--- src/rtl/conv_pkg.sv ---
// Shared definitions for the convolution core read path: DataMover command
// field layout, command builder and the frame-reader state enum.
`timescale 1ns/1ps
package conv_pkg;

    localparam int unsigned DM_CMD_W    = 72;
    localparam int unsigned DM_BTT_LSB  = 0;
    localparam int unsigned DM_BTT_W    = 23;
    localparam int unsigned DM_TYPE_BIT = 23;
    localparam int unsigned DM_EOF_BIT  = 30;
    localparam int unsigned DM_ADDR_LSB = 32;
    localparam int unsigned DM_ADDR_W   = 32;
    localparam int unsigned DM_TAG_LSB  = 64;
    localparam int unsigned DM_TAG_W    = 4;

    localparam logic TYPE_INCR = 1'b1;
    localparam logic EOF_SET   = 1'b1;

    typedef enum logic [2:0] {
        ST_IDLE  = 3'd0,
        ST_CMD   = 3'd1,
        ST_DATA  = 3'd2,
        ST_DRAIN = 3'd3,
        ST_DONE  = 3'd4
    } rd_state_e;

    // Builds an INCR, end-of-frame MM2S command; all other fields stay zero.
    function automatic logic [DM_CMD_W-1:0] dm_cmd(
        input logic [DM_ADDR_W-1:0] addr,
        input logic [DM_BTT_W-1:0]  len,
        input logic [DM_TAG_W-1:0]  tag
    );
        logic [DM_CMD_W-1:0] c;
        c = '0;
        c[DM_BTT_LSB +: DM_BTT_W]   = len;
        c[DM_TYPE_BIT]              = TYPE_INCR;
        c[DM_EOF_BIT]               = EOF_SET;
        c[DM_ADDR_LSB +: DM_ADDR_W] = addr;
        c[DM_TAG_LSB +: DM_TAG_W]   = tag;
        return c;
    endfunction

endpackage

--- src/rtl/sync_fifo.sv ---
// Single-clock FIFO with registered full/empty flags and extra-bit pointers.
// A write while full is accepted when a read happens in the same cycle.
`timescale 1ns/1ps
module sync_fifo #(
    parameter int unsigned WIDTH = 9,
    parameter int unsigned DEPTH = 16
) (
    input  logic                     i_clk,
    input  logic                     i_rst,
    input  logic                     i_wr_en,
    input  logic [WIDTH-1:0]         i_wr_data,
    input  logic                     i_rd_en,
    output logic [WIDTH-1:0]         o_rd_data,
    output logic                     o_full,
    output logic                     o_empty,
    output logic [$clog2(DEPTH):0]   o_count
);

    localparam int unsigned AW = $clog2(DEPTH);
    localparam int unsigned PW = AW + 1;

    logic [WIDTH-1:0] r_mem [DEPTH];
    logic [PW-1:0]    r_wp;
    logic [PW-1:0]    r_rp;
    logic             r_full;
    logic             r_empty;

    logic             w_wr;
    logic             w_rd;
    logic [PW-1:0]    w_wp_n;
    logic [PW-1:0]    w_rp_n;

    assign w_wr   = i_wr_en & (~r_full | i_rd_en);
    assign w_rd   = i_rd_en & ~r_empty;
    assign w_wp_n = r_wp + PW'(w_wr);
    assign w_rp_n = r_rp + PW'(w_rd);

    // Pointer and flag update; flags are precomputed from next pointers.
    always_ff @(posedge i_clk or posedge i_rst) begin
        if (i_rst) begin
            r_wp    <= '0;
            r_rp    <= '0;
            r_full  <= 1'b0;
            r_empty <= 1'b1;
        end else begin
            r_wp    <= w_wp_n;
            r_rp    <= w_rp_n;
            r_full  <= (w_wp_n - w_rp_n) == PW'(DEPTH);
            r_empty <= w_wp_n == w_rp_n;
        end
    end

    // Storage array; flushing is done through the pointers only.
    always_ff @(posedge i_clk) begin
        if (w_wr) begin
            r_mem[r_wp[AW-1:0]] <= i_wr_data;
        end
    end

    assign o_rd_data = r_mem[r_rp[AW-1:0]];
    assign o_full    = r_full;
    assign o_empty   = r_empty;
    assign o_count   = r_wp - r_rp;

endmodule

--- src/rtl/mm2s_frame_reader.sv ---
// Frame-load front end: issues one DataMover MM2S command per start, buffers
// the returned bytes and presents them as a pixel stream.
// Optional build macro: MM2S_RD_LEN_CHECK_EN (byte counting, length error,
// discarding of beats beyond btt).
`timescale 1ns/1ps
module mm2s_frame_reader
    import conv_pkg::*;
#(
    parameter int unsigned STREAM_DATA_WIDTH = 8,
    parameter int unsigned FIFO_DEPTH        = 16,
    parameter logic [3:0]  CMD_TAG           = 4'h0
) (
    input  logic                         sys_clk,
    input  logic                         sys_rst,
    input  logic                         start,
    input  logic [31:0]                  base_addr,
    input  logic [22:0]                  btt,
    output logic                         busy,
    output logic                         done,
    output logic                         len_err,
    output logic                         m_axis_mm2s_cmd_tvalid,
    input  logic                         m_axis_mm2s_cmd_tready,
    output logic [DM_CMD_W-1:0]          m_axis_mm2s_cmd_tdata,
    input  logic                         s_axis_mm2s_tvalid,
    input  logic                         s_axis_mm2s_tlast,
    input  logic                         s_axis_mm2s_tkeep,
    input  logic [STREAM_DATA_WIDTH-1:0] s_axis_mm2s_tdata,
    output logic                         s_axis_mm2s_tready,
    output logic                         pix_valid,
    input  logic                         pix_ready,
    output logic [STREAM_DATA_WIDTH-1:0] pix_data,
    output logic                         pix_last
);

    localparam int unsigned PTR_W = $clog2(FIFO_DEPTH) + 1;
    localparam int unsigned ENT_W = STREAM_DATA_WIDTH + 1;

    rd_state_e             r_state;
    logic                  r_busy;
    logic                  r_done;
    logic                  r_cmd_tvalid;
    logic [DM_CMD_W-1:0]   r_cmd_tdata;

    logic                  w_full;
    logic                  w_empty;
    logic [PTR_W-1:0]      w_count;
    logic [ENT_W-1:0]      w_fifo_dout;
    logic                  w_beat;
    logic                  w_wr;
    logic                  w_rd;
    logic                  w_last_flag;
    logic                  w_drain_done;

    assign s_axis_mm2s_tready = (r_state == ST_DATA) & ~w_full;
    assign w_beat             = s_axis_mm2s_tvalid & s_axis_mm2s_tready;
    assign w_rd               = pix_ready & ~w_empty;
    assign w_drain_done       = (w_count == '0) | ((w_count == PTR_W'(1)) & w_rd);

`ifdef MM2S_RD_LEN_CHECK_EN
    logic [DM_BTT_W-1:0]   r_btt;
    logic [DM_BTT_W-1:0]   r_cnt;
    logic                  r_len_err;
    logic [DM_BTT_W-1:0]   w_cnt_n;

    // Only kept beats inside the requested length are stored and counted.
    assign w_wr        = w_beat & s_axis_mm2s_tkeep & (r_cnt < r_btt);
    assign w_cnt_n     = r_cnt + DM_BTT_W'(w_wr);
    assign w_last_flag = (w_cnt_n == r_btt) | s_axis_mm2s_tlast;
    assign len_err     = r_len_err;
`else
    assign w_wr        = w_beat & s_axis_mm2s_tkeep;
    assign w_last_flag = s_axis_mm2s_tlast;
    assign len_err     = 1'b0;
`endif

    // Frame sequencing: command issue, data collection, drain and completion.
    always_ff @(posedge sys_clk or posedge sys_rst) begin
        if (sys_rst) begin
            r_state      <= ST_IDLE;
            r_busy       <= 1'b0;
            r_done       <= 1'b0;
            r_cmd_tvalid <= 1'b0;
            r_cmd_tdata  <= '0;
`ifdef MM2S_RD_LEN_CHECK_EN
            r_btt        <= '0;
            r_cnt        <= '0;
            r_len_err    <= 1'b0;
`endif
        end else begin
            r_done <= 1'b0;
            case (r_state)
                ST_IDLE: begin
                    if (start) begin
                        r_busy <= 1'b1;
`ifdef MM2S_RD_LEN_CHECK_EN
                        r_btt     <= btt;
                        r_cnt     <= '0;
                        r_len_err <= 1'b0;
`endif
                        if (btt != '0) begin
                            r_cmd_tdata  <= dm_cmd(base_addr, btt, CMD_TAG);
                            r_cmd_tvalid <= 1'b1;
                            r_state      <= ST_CMD;
                        end else begin
                            r_done  <= 1'b1;
                            r_state <= ST_DONE;
                        end
                    end
                end
                ST_CMD: begin
                    if (m_axis_mm2s_cmd_tready) begin
                        r_cmd_tvalid <= 1'b0;
                        r_state      <= ST_DATA;
                    end
                end
                ST_DATA: begin
                    if (w_beat) begin
`ifdef MM2S_RD_LEN_CHECK_EN
                        r_cnt <= w_cnt_n;
                        if (s_axis_mm2s_tlast && (w_cnt_n != r_btt)) begin
                            r_len_err <= 1'b1;
                        end
`endif
                        if (s_axis_mm2s_tlast) begin
                            r_state <= ST_DRAIN;
                        end
                    end
                end
                ST_DRAIN: begin
                    if (w_drain_done) begin
                        r_done  <= 1'b1;
                        r_state <= ST_DONE;
                    end
                end
                ST_DONE: begin
                    r_busy  <= 1'b0;
                    r_state <= ST_IDLE;
                end
                default: begin
                    r_busy       <= 1'b0;
                    r_cmd_tvalid <= 1'b0;
                    r_state      <= ST_IDLE;
                end
            endcase
        end
    end

    sync_fifo #(
        .WIDTH (ENT_W),
        .DEPTH (FIFO_DEPTH)
    ) u_fifo (
        .i_clk     (sys_clk),
        .i_rst     (sys_rst),
        .i_wr_en   (w_wr),
        .i_wr_data ({w_last_flag, s_axis_mm2s_tdata}),
        .i_rd_en   (pix_ready),
        .o_rd_data (w_fifo_dout),
        .o_full    (w_full),
        .o_empty   (w_empty),
        .o_count   (w_count)
    );

    assign busy                   = r_busy;
    assign done                   = r_done;
    assign m_axis_mm2s_cmd_tvalid = r_cmd_tvalid;
    assign m_axis_mm2s_cmd_tdata  = r_cmd_tdata;
    assign pix_valid              = ~w_empty;
    assign pix_data               = w_empty ? '0 : w_fifo_dout[STREAM_DATA_WIDTH-1:0];
    assign pix_last               = ~w_empty & w_fifo_dout[STREAM_DATA_WIDTH];

endmodule

--- config.mk ---
export PLATFORM = sky130hd
export DESIGN_NAME = mm2s_frame_reader
export DESIGN_NICKNAME = d
export VERILOG_FILES = /design/src/rtl/conv_pkg.sv /design/src/rtl/sync_fifo.sv /design/src/rtl/mm2s_frame_reader.sv
export SDC_FILE = /design/constraint.sdc
export NUM_CORES = 1
export LEC_CHECK = 0
export ABC_AREA = 0
export BUFFER_PORTS_ARGS = -buffer_cell sky130_fd_sc_hd__buf_2
export CAP_MARGIN = 20
export CORE_ASPECT_RATIO = 1.4
export CORE_MARGIN = 10
export CORE_UTILIZATION = 50
export CTS_CLUSTER_DIAMETER = 80
export CTS_CLUSTER_SIZE = 12
export DETAILED_ROUTE_END_ITERATION = 16
export PLACE_DENSITY = 0.8
export SYNTH_ARGS = -nofsm -noshare
export SYNTH_HDL_FRONTEND = slang
export SYNTH_SLANG_ARGS = --single-unit
export TNS_END_PERCENT = 5
--- constraint.sdc ---
create_clock -name sys_clk -period 2.8 [get_ports sys_clk]
set_input_delay 0.14 -clock sys_clk [delete_from_list [all_inputs] [get_ports sys_clk]]
set_output_delay 0.14 -clock sys_clk [all_outputs]
set_load 0.02 [all_outputs]
==> results of run 1 <==
==> synthesized netlist by cell type (all sizes together), types with 2 or more instances <==
cell type and n:
nor2 15, nand3 9, ha 12, edfxtp 144, nand2 3, o211ai 2, o21ai 3, or3 3
mux2 55, nor4 7, nand2b 7, clkbuf 6, inv 19, nor2b 3, nor3 7, a21oi 4
xnor2 4, dfrtp 73, xor2 7, buf 29, nand3b 2, and2 10, mux4 45
==> critical path, delay by kind of cell, from the launching register on <==
| family | cells | cell delay [ns] |
|---|---|---|
| mux | 2 | 1.13 |
| buf+inv | 2 | 0.38 |
| flops | 1 | 0.46 |
| simple gates | 1 | 0.18 |
==> cells by family (layout without fill, tap and decap cells) <==
kind of cell,Yosys count,after routing,share of synthesized area (%)
flip-flops,218,218,69.1
multiplexers,100,100,18.5
AND/OR/NAND/NOR,69,69,4.17
buffers and inverters,54,283,3.47
AO/OA/AOI/OAI,20,20,1.53
adder cells (fa/ha/maj),13,13,1.90
XOR/XNOR,12,12,1.33
other,1,19,0.0419
==> final timing paths <==
kind | from | end | cells past startpoint
max in group asynchronous | sys_rst | m_axis_mm2s_cmd_tdata[19]$_DFFE_PP0P_ | 4
worst max-delay path | u_fifo.r_rp[0]$_DFF_PP0_ | pix_data[3] | 5
worst min-delay path | s_axis_mm2s_tdata[3] | u_fifo.r_mem[1][3]$_DFFE_PP_ | 1
worst max register to register | r_state[1]$_DFFE_PP0P_ | u_fifo.o_full$_DFF_PP0_ | 12
worst min register to register | m_axis_mm2s_cmd_tdata[45]$_DFFE_PP0P_ | m_axis_mm2s_cmd_tdata[45]$_DFFE_PP0P_ | 1
min in group asynchronous | sys_rst | m_axis_mm2s_cmd_tdata[8]$_DFFE_PP0P_ | 3
==> registers in the layout, summed over array words and instances, names as in the netlist <==
| register | count |
|---|---|
| busy | 1 |
| u_fifo.o_empty | 1 |
| m_axis_mm2s_cmd_tdata | 56 |
| u_fifo.o_full | 1 |
| u_fifo.r_mem | 144 |
| done | 1 |
| m_axis_mm2s_cmd_tvalid | 1 |
| r_state | 3 |
| u_fifo.r_rp | 5 |
| u_fifo.r_wp | 5 |
==> timing repair <==
item | 4_1_cts | 5_1_grt
hold buffers | 59 | 0
endpoints found under the hold margin | 86 | 0
endpoints found under the setup margin | 0 | 8
==> area by class of cell <==
cell class                      count  area [um^2]
Clock inverter                      1         11.3
Antenna cell                        3         7.51
Sequential cell                   218         6180
Fill cell                        1192         6220
Timing Repair Buffer              225         1540
Inverter                           19         71.3
Multi-Input combinational cell    230         2520
Tap cell                          236          295
Clock buffer                       38          632
==> power groups by stage <==
| stage | clock (W) | combinational, W | sequential (W) |
|---|---|---|---|
| floorplan | 0 | 0.00260 | 0.00482 |
| global route | 0.00284 | 0.00480 | 0.00444 |
| finish | 0.00268 | 0.00444 | 0.00438 |
| global placement | 0 | 0.00421 | 0.00436 |
| detailed placement | 0 | 0.00434 | 0.00439 |
| CTS | 0.00272 | 0.00443 | 0.00435 |
==> stage by stage <==
stage	instances	power, W
floorplan	502	0.00742
detailed placement	868	0.00874
global route	969	0.0121
global placement	868	0.00857
CTS	966	0.0115
finish	970	0.0115
==> routing by layer <==
layer / global-route usage [%] / vias up / wire length (um)
met5: 0 / - / 0
met4: 6.30 / 0 / 618
met3: 6.11 / 46 / 2100
met2: 33.1 / 281 / 11700
met1: 20.0 / 2712 / 7780
li1: - / 2310 / -
==> metrics.md, run 1 <==
| Metric | Value |
|---|---|
| Status | `completed` |
| Logic pwr share | `38.6%` |
| Final Hold Slack | `0.0305 ns` |
| Max capacitance violation total | `0` |
| Share of cells above drive strength 1 | `about two fifths` |
| Detailed Routing Iterations Pass 1 | `5` |
| Setup violators final | `0` |
| Final Max Slew Viols | `0` |
| Static Leak | `4.52 nW` |
| CTS Buffer Depth | `3` |
| Critical path class | `flip-flop to output port` |
| Die area | `0.0237 mm^2` |
| R2R setup slack | `~0.23 ns` |
| Residual DRC | `0` |
| Fin area | `~0.011 mm^2` |
| PostCTS Resize Cnt | `0` |
| Htree depth | `1` |
| Crit-path cells | `buf_12 > mux4_1 > mux4_2 > and2_1 > buf_2` |
| Nets | `800` |
| Vias in the first global route | `approximately 6000` |
| Final hold vios | `0` |
| Most common cell after layout, fill and taps aside | `edfxtp_1` |
| Number of synthesized register bits | `between 200 and 250` |
| Worst-Skew Late Latency | `0.49 ns` |
| Crit-path max FO | `18` |
| Reg clk slew, reported paths | `about 0.060 ns` |
| Post-place setup slack | `0.289 ns` |
| Max rail drop VDD | `between 0.0008 and 0.0009 V` |
| Endpoint class of the critical path | `output port` |
| Final antenna-violating net count | `0` |
| WP data required | `approximately 2.7 ns` |
| PwrDens | `1020 mW/mm^2` |
| Vias | `roughly 5300` |
| WL/cell | `between 20 and 25 um` |
| Setup ws final | `0.00818 ns` |
| Post-Syn Area per Cell | `18.4 um^2` |
| EDFF count, synth | `144` |
| Die Span X | `between 100 and 150 um` |
| Synth unique cells | `46` |
| Total global-route track usage | `18.4%` |
| Max-slew headroom | `59.0%` |
| Clk pwr share | `23.3%` |
| Initial antenna violation count | `2` |
| CP startpoint kind | `flip-flop` |
| Initial Util | `between 50% and 60%` |
| Vias/cell | `5.51` |
| Fmax | `0.358 GHz` |
| Placed cell areas | `0.00999 mm^2` |
| First-pass GRT wire length | `34300 um` |
| Worst-Margin Slew | `0.609 ns` |
| Synth top area share | `48.4%` |
| Fin Setup TNS | `0 ns` |
| Commonest cells after routing, fill and taps aside | `edfxtp_1, buf_2, dfrtp_1, dlygate4sd3_1, mux2_2` |
| CTS buffer count | `22` |
| Post-layout min period | `2.79 ns` |
| Cells after synthesis | `487` |
| Arrival @ worst endpoint | `around 2.7 ns` |
| Area contributors post-synth | `edfxtp_1, dfrtp_1, mux4_2` |
| Switch Pwr | `0.00396 W` |
| Die H | `178 um` |
| Largest net degree at the start of global routing | `58` |
| Most common flop cell mapped by yosys | `edfxtp_1` |
| Clock Skew | `0.0109 ns` |
| Period utilization | `99.7%` |
| Internal | `0.00755 W` |
| CTS tree | `yes` |
| CP peak stage delay | `0.63 ns` |
| Worst Hold Class | `input pin to flip-flop` |
| Count of port buffers added during placement | `141` |
| Slowest stage cell on the critical path | `mux4_1` |
| Largest area contributor in the netlist | `edfxtp_1` |
| Root buffer cell | `clkbuf_16` |
| Synth warn | `0` |
| Mapped cell area | `0.00894 mm^2` |
| Final WL | `22200 um` |
| P&R area growth vs syn | `25.8%` |
| Core area | `0.0175 mm^2` |
| Remaining global-route overflow | `0` |
| Post-DP HPWL | `13700 um` |
| RePlAce Congestion | `0.802` |
| Flop pwr share | `38.1%` |
| Iter 0 DRT Violations | `363` |
| Total I/O pin count | `roughly 160` |
| Post-synth ARST share | `33.9%` |
| Final core occ | `64.4%` |
| Cell Rows | `57` |
| Clk sink count | `approximately 220` |
| Sw frac | `34.4%` |
| Post-CTS Setup Bufs | `0` |
| Sequential fraction of the synthesis area | `69.1%` |
Power figures use the tool's default switching activity.
==> inputs of run 2 (changes only) <==
--- a/config.mk
+++ b/config.mk
@@ -10,11 +10,11 @@
 export CAP_MARGIN = 20
 export CORE_ASPECT_RATIO = 1.4
 export CORE_MARGIN = 10
-export CORE_UTILIZATION = 50
+export CORE_UTILIZATION = 40
 export CTS_CLUSTER_DIAMETER = 80
 export CTS_CLUSTER_SIZE = 12
 export DETAILED_ROUTE_END_ITERATION = 16
-export PLACE_DENSITY = 0.8
+export PLACE_DENSITY = 0.67
 export SYNTH_ARGS = -nofsm -noshare
 export SYNTH_HDL_FRONTEND = slang
 export SYNTH_SLANG_ARGS = --single-unit
==> run 2 against run 1 <==
  * Sequential share of layout area shrank 0.39 points
  * Worst setup slack gained 0.071 ns
  * Wire length shrank 5.1%
  * Clock-buffer cell count shrank 1
  * Final cell count grew 5.7%
  * Global-route usage shrank 4.0 points
  * Highest routed layer is now met5
==> metrics.md, run 2 (synthesized netlist as in run 1, its figures left out) <==
| Metric | Value |
|---|---|
| CP peak stage delay | `around 0.54 ns` |
| Max capacitance violation total | `0` |
| Detailed Routing Iterations Pass 1 | `4` |
| Htree depth | `1` |
| Slowest stage cell on the critical path | `mux4_1` |
| Vias in the first global route | `5877` |
| Period utilization | `97.2%` |
| Nets | `797` |
| Post-DP HPWL | `13900 um` |
| RePlAce Congestion | `0.814` |
| Reg2reg path depth | `12` |
| Fill cell count | `around 1800` |
| Max rail drop VDD | `0.000750 V` |
| Core area | `between 0.02 and 0.025 mm^2` |
| Clk pwr share | `23.0%` |
| Remaining global-route overflow | `0` |
| Arrival @ worst endpoint | `2.58 ns` |
| Worst Setup SP | `u_fifo.r_rp[0]$_DFF_PP0_` |
| Reg clk slew, reported paths | `0.06 ns` |
| Fmax | `0.368 GHz` |
| Commonest cells after routing, fill and taps aside | `edfxtp_1, buf_2, dfrtp_1, dlygate4sd3_1, mux2_2` |
| Worst-Skew Late Latency | `0.49 ns` |
| PwrDens | `1020 mW/mm^2` |
| CP startpoint kind | `flip-flop` |
| Worst Hold Class | `input pin to flip-flop` |
| Die H | `197 um` |
| Vias/cell | `between 5 and 6` |
| P&R area growth vs syn | `26.7%` |
| CTS tree | `yes` |
| Fin area | `0.0113 mm^2` |
| Total global-route track usage | `about 14%` |
| Final Max Slew Viols | `0` |
| WP data required | `2.66 ns` |
| Initial antenna violation count | `2` |
| Cell Rows | `64` |
| Switch Pwr | `0.00394 W` |
| Final antenna-violating net count | `0` |
| CTS buffer count | `22` |
| Count of port buffers added during placement | `141` |
| Reg-to-Reg Start | `r_state[2]$_DFFE_PP0P_` |
| First-pass GRT wire length | `33400 um` |
| Min-Delay Endpoint | `u_fifo.r_mem[1][3]$_DFFE_PP_` |
| Worst r2r dst | `u_fifo.o_full$_DFF_PP0_` |
| Largest net degree at the start of global routing | `75` |
| Setup violators final | `0` |
| Final WL | `between 20000 and 25000 um` |
| Fin Setup TNS | `0 ns` |
| Critical path class | `flip-flop to output port` |
| Total I/O pin count | `158` |
| WL/cell | `~20 um` |
| Clock Skew | `0.0100 ns` |
| Vias | `5140` |
| Share of cells above drive strength 1 | `40.0%` |
| Sw frac | `34.1%` |
| Logic pwr share | `between 30% and 40%` |
| Power, Total | `roughly 0.012 W` |
| Crit-path cells | `clkbuf_16 > mux4_1 > mux4_2 > and2_1 > buf_2` |
| Clk sink count | `218` |
| Hold path depth | `1` |
| Final hold vios | `0` |
| Endpoint class of the critical path | `output port` |
| Placed cell areas | `0.0101 mm^2` |
| Post-place setup slack | `0.248 ns` |
| Static Leak | `4.52 nW` |
| Flop pwr share | `38.0%` |
| Residual DRC | `0` |
| Dpl cells | `926` |
| Post-layout min period | `2.72 ns` |
| Crit-path max FO | `9` |
| Setup ws final | `0.0796 ns` |
| Die Span X | `146 um` |
| Hold wc startpoint | `s_axis_mm2s_tdata[3]` |
| Root buffer cell | `clkbuf_16` |
| Most common cell after layout, fill and taps aside | `edfxtp_1` |
| Iter 0 DRT Violations | `281` |
| R2R setup slack | `0.24 ns` |
| Status | `completed` |
| Die area | `0.0288 mm^2` |
| Finished Layout Cells | `roughly 1000` |
| Initial Util | `40.8%` |
| Internal | `0.00761 W` |
| Max reg flops | `144` |
| CTS Buffer Depth | `3` |
## run 2: worst max-delay path by stage
| stage | to | slack [ns] | cells past startpoint |
|---|---|---|---|
| floorplan | u_fifo.o_full$_DFF_PP0_ | 0.19 | 13 |
| global placement | u_fifo.o_full$_DFF_PP0_ | 0.39 | 12 |
| detailed placement | u_fifo.o_full$_DFF_PP0_ | 0.25 | 12 |
| CTS | pix_last | 0.02 | 5 |
| global route | pix_data[2] | -0.005 | 5 |
| finish | pix_data[6] | 0.08 | 5 |
## run 2: timing repair
action	in CTS	in global routing
hold buffers	58	0
endpoints found under the hold margin	131	0
setup endpoints to repair	1	4
setup buffers	0	0
cloned	1	1
gates resized for setup	1	4
## run 2: routing by layer
layer	wire length [um]	GRT usage (%)	part of all wire, %	up-vias
met5	14	0	0.067	-
met4	355	3.49	1.7	2
met3	1700	4.49	8.1	31
met2	11100	25.6	53	186
met1	7920	16.6	38	2613
li1	-	-	-	2308
## run 2: worst max-delay path: cells and delay by family, from the launching register on
| family | cells | cell delay, ns |
|---|---|---|
| buffers and inverters | 2 | 0.40 |
| DFF | 1 | 0.52 |
| muxes | 2 | 1.01 |
| and+or+nand+nor | 1 | 0.16 |
## run 2: final cells by class
cell class / count / area [um^2] / area share [%]
clock buffers: 37 / 628 / 5.54
repair buffers: 222 / 1550 / 13.7
diodes: 1 / 2.50 / 0.0221
multi-input cells: 230 / 2520 / 22.2
inverters: 19 / 71.3 / 0.629
flip-flops and latches: 218 / 6180 / 54.5
well taps: 297 / 372 / 3.28
clock inverters: 1 / 11.3 / 0.0994
## run 2: stage by stage
stage	util (%)	hold WS, ns
2_1_floorplan	-	0.239
3_3_place_gp	45.8	0.249
3_5_place_dp	45.8	0.255
4_1_cts	51.5	0.00678
5_1_grt	51.6	0.0135
6_report	51.6	0.0279
## run 2: power groups by stage
stage | logic [W] | clock network, W | registers (W)
finish | 0.00451 | 0.00266 | 0.00438
global route | 0.00490 | 0.00288 | 0.00445
CTS | 0.00449 | 0.00276 | 0.00436
detailed placement | 0.00437 | 0 | 0.00440
global placement | 0.00427 | 0 | 0.00436
floorplan | 0.00260 | 0 | 0.00482
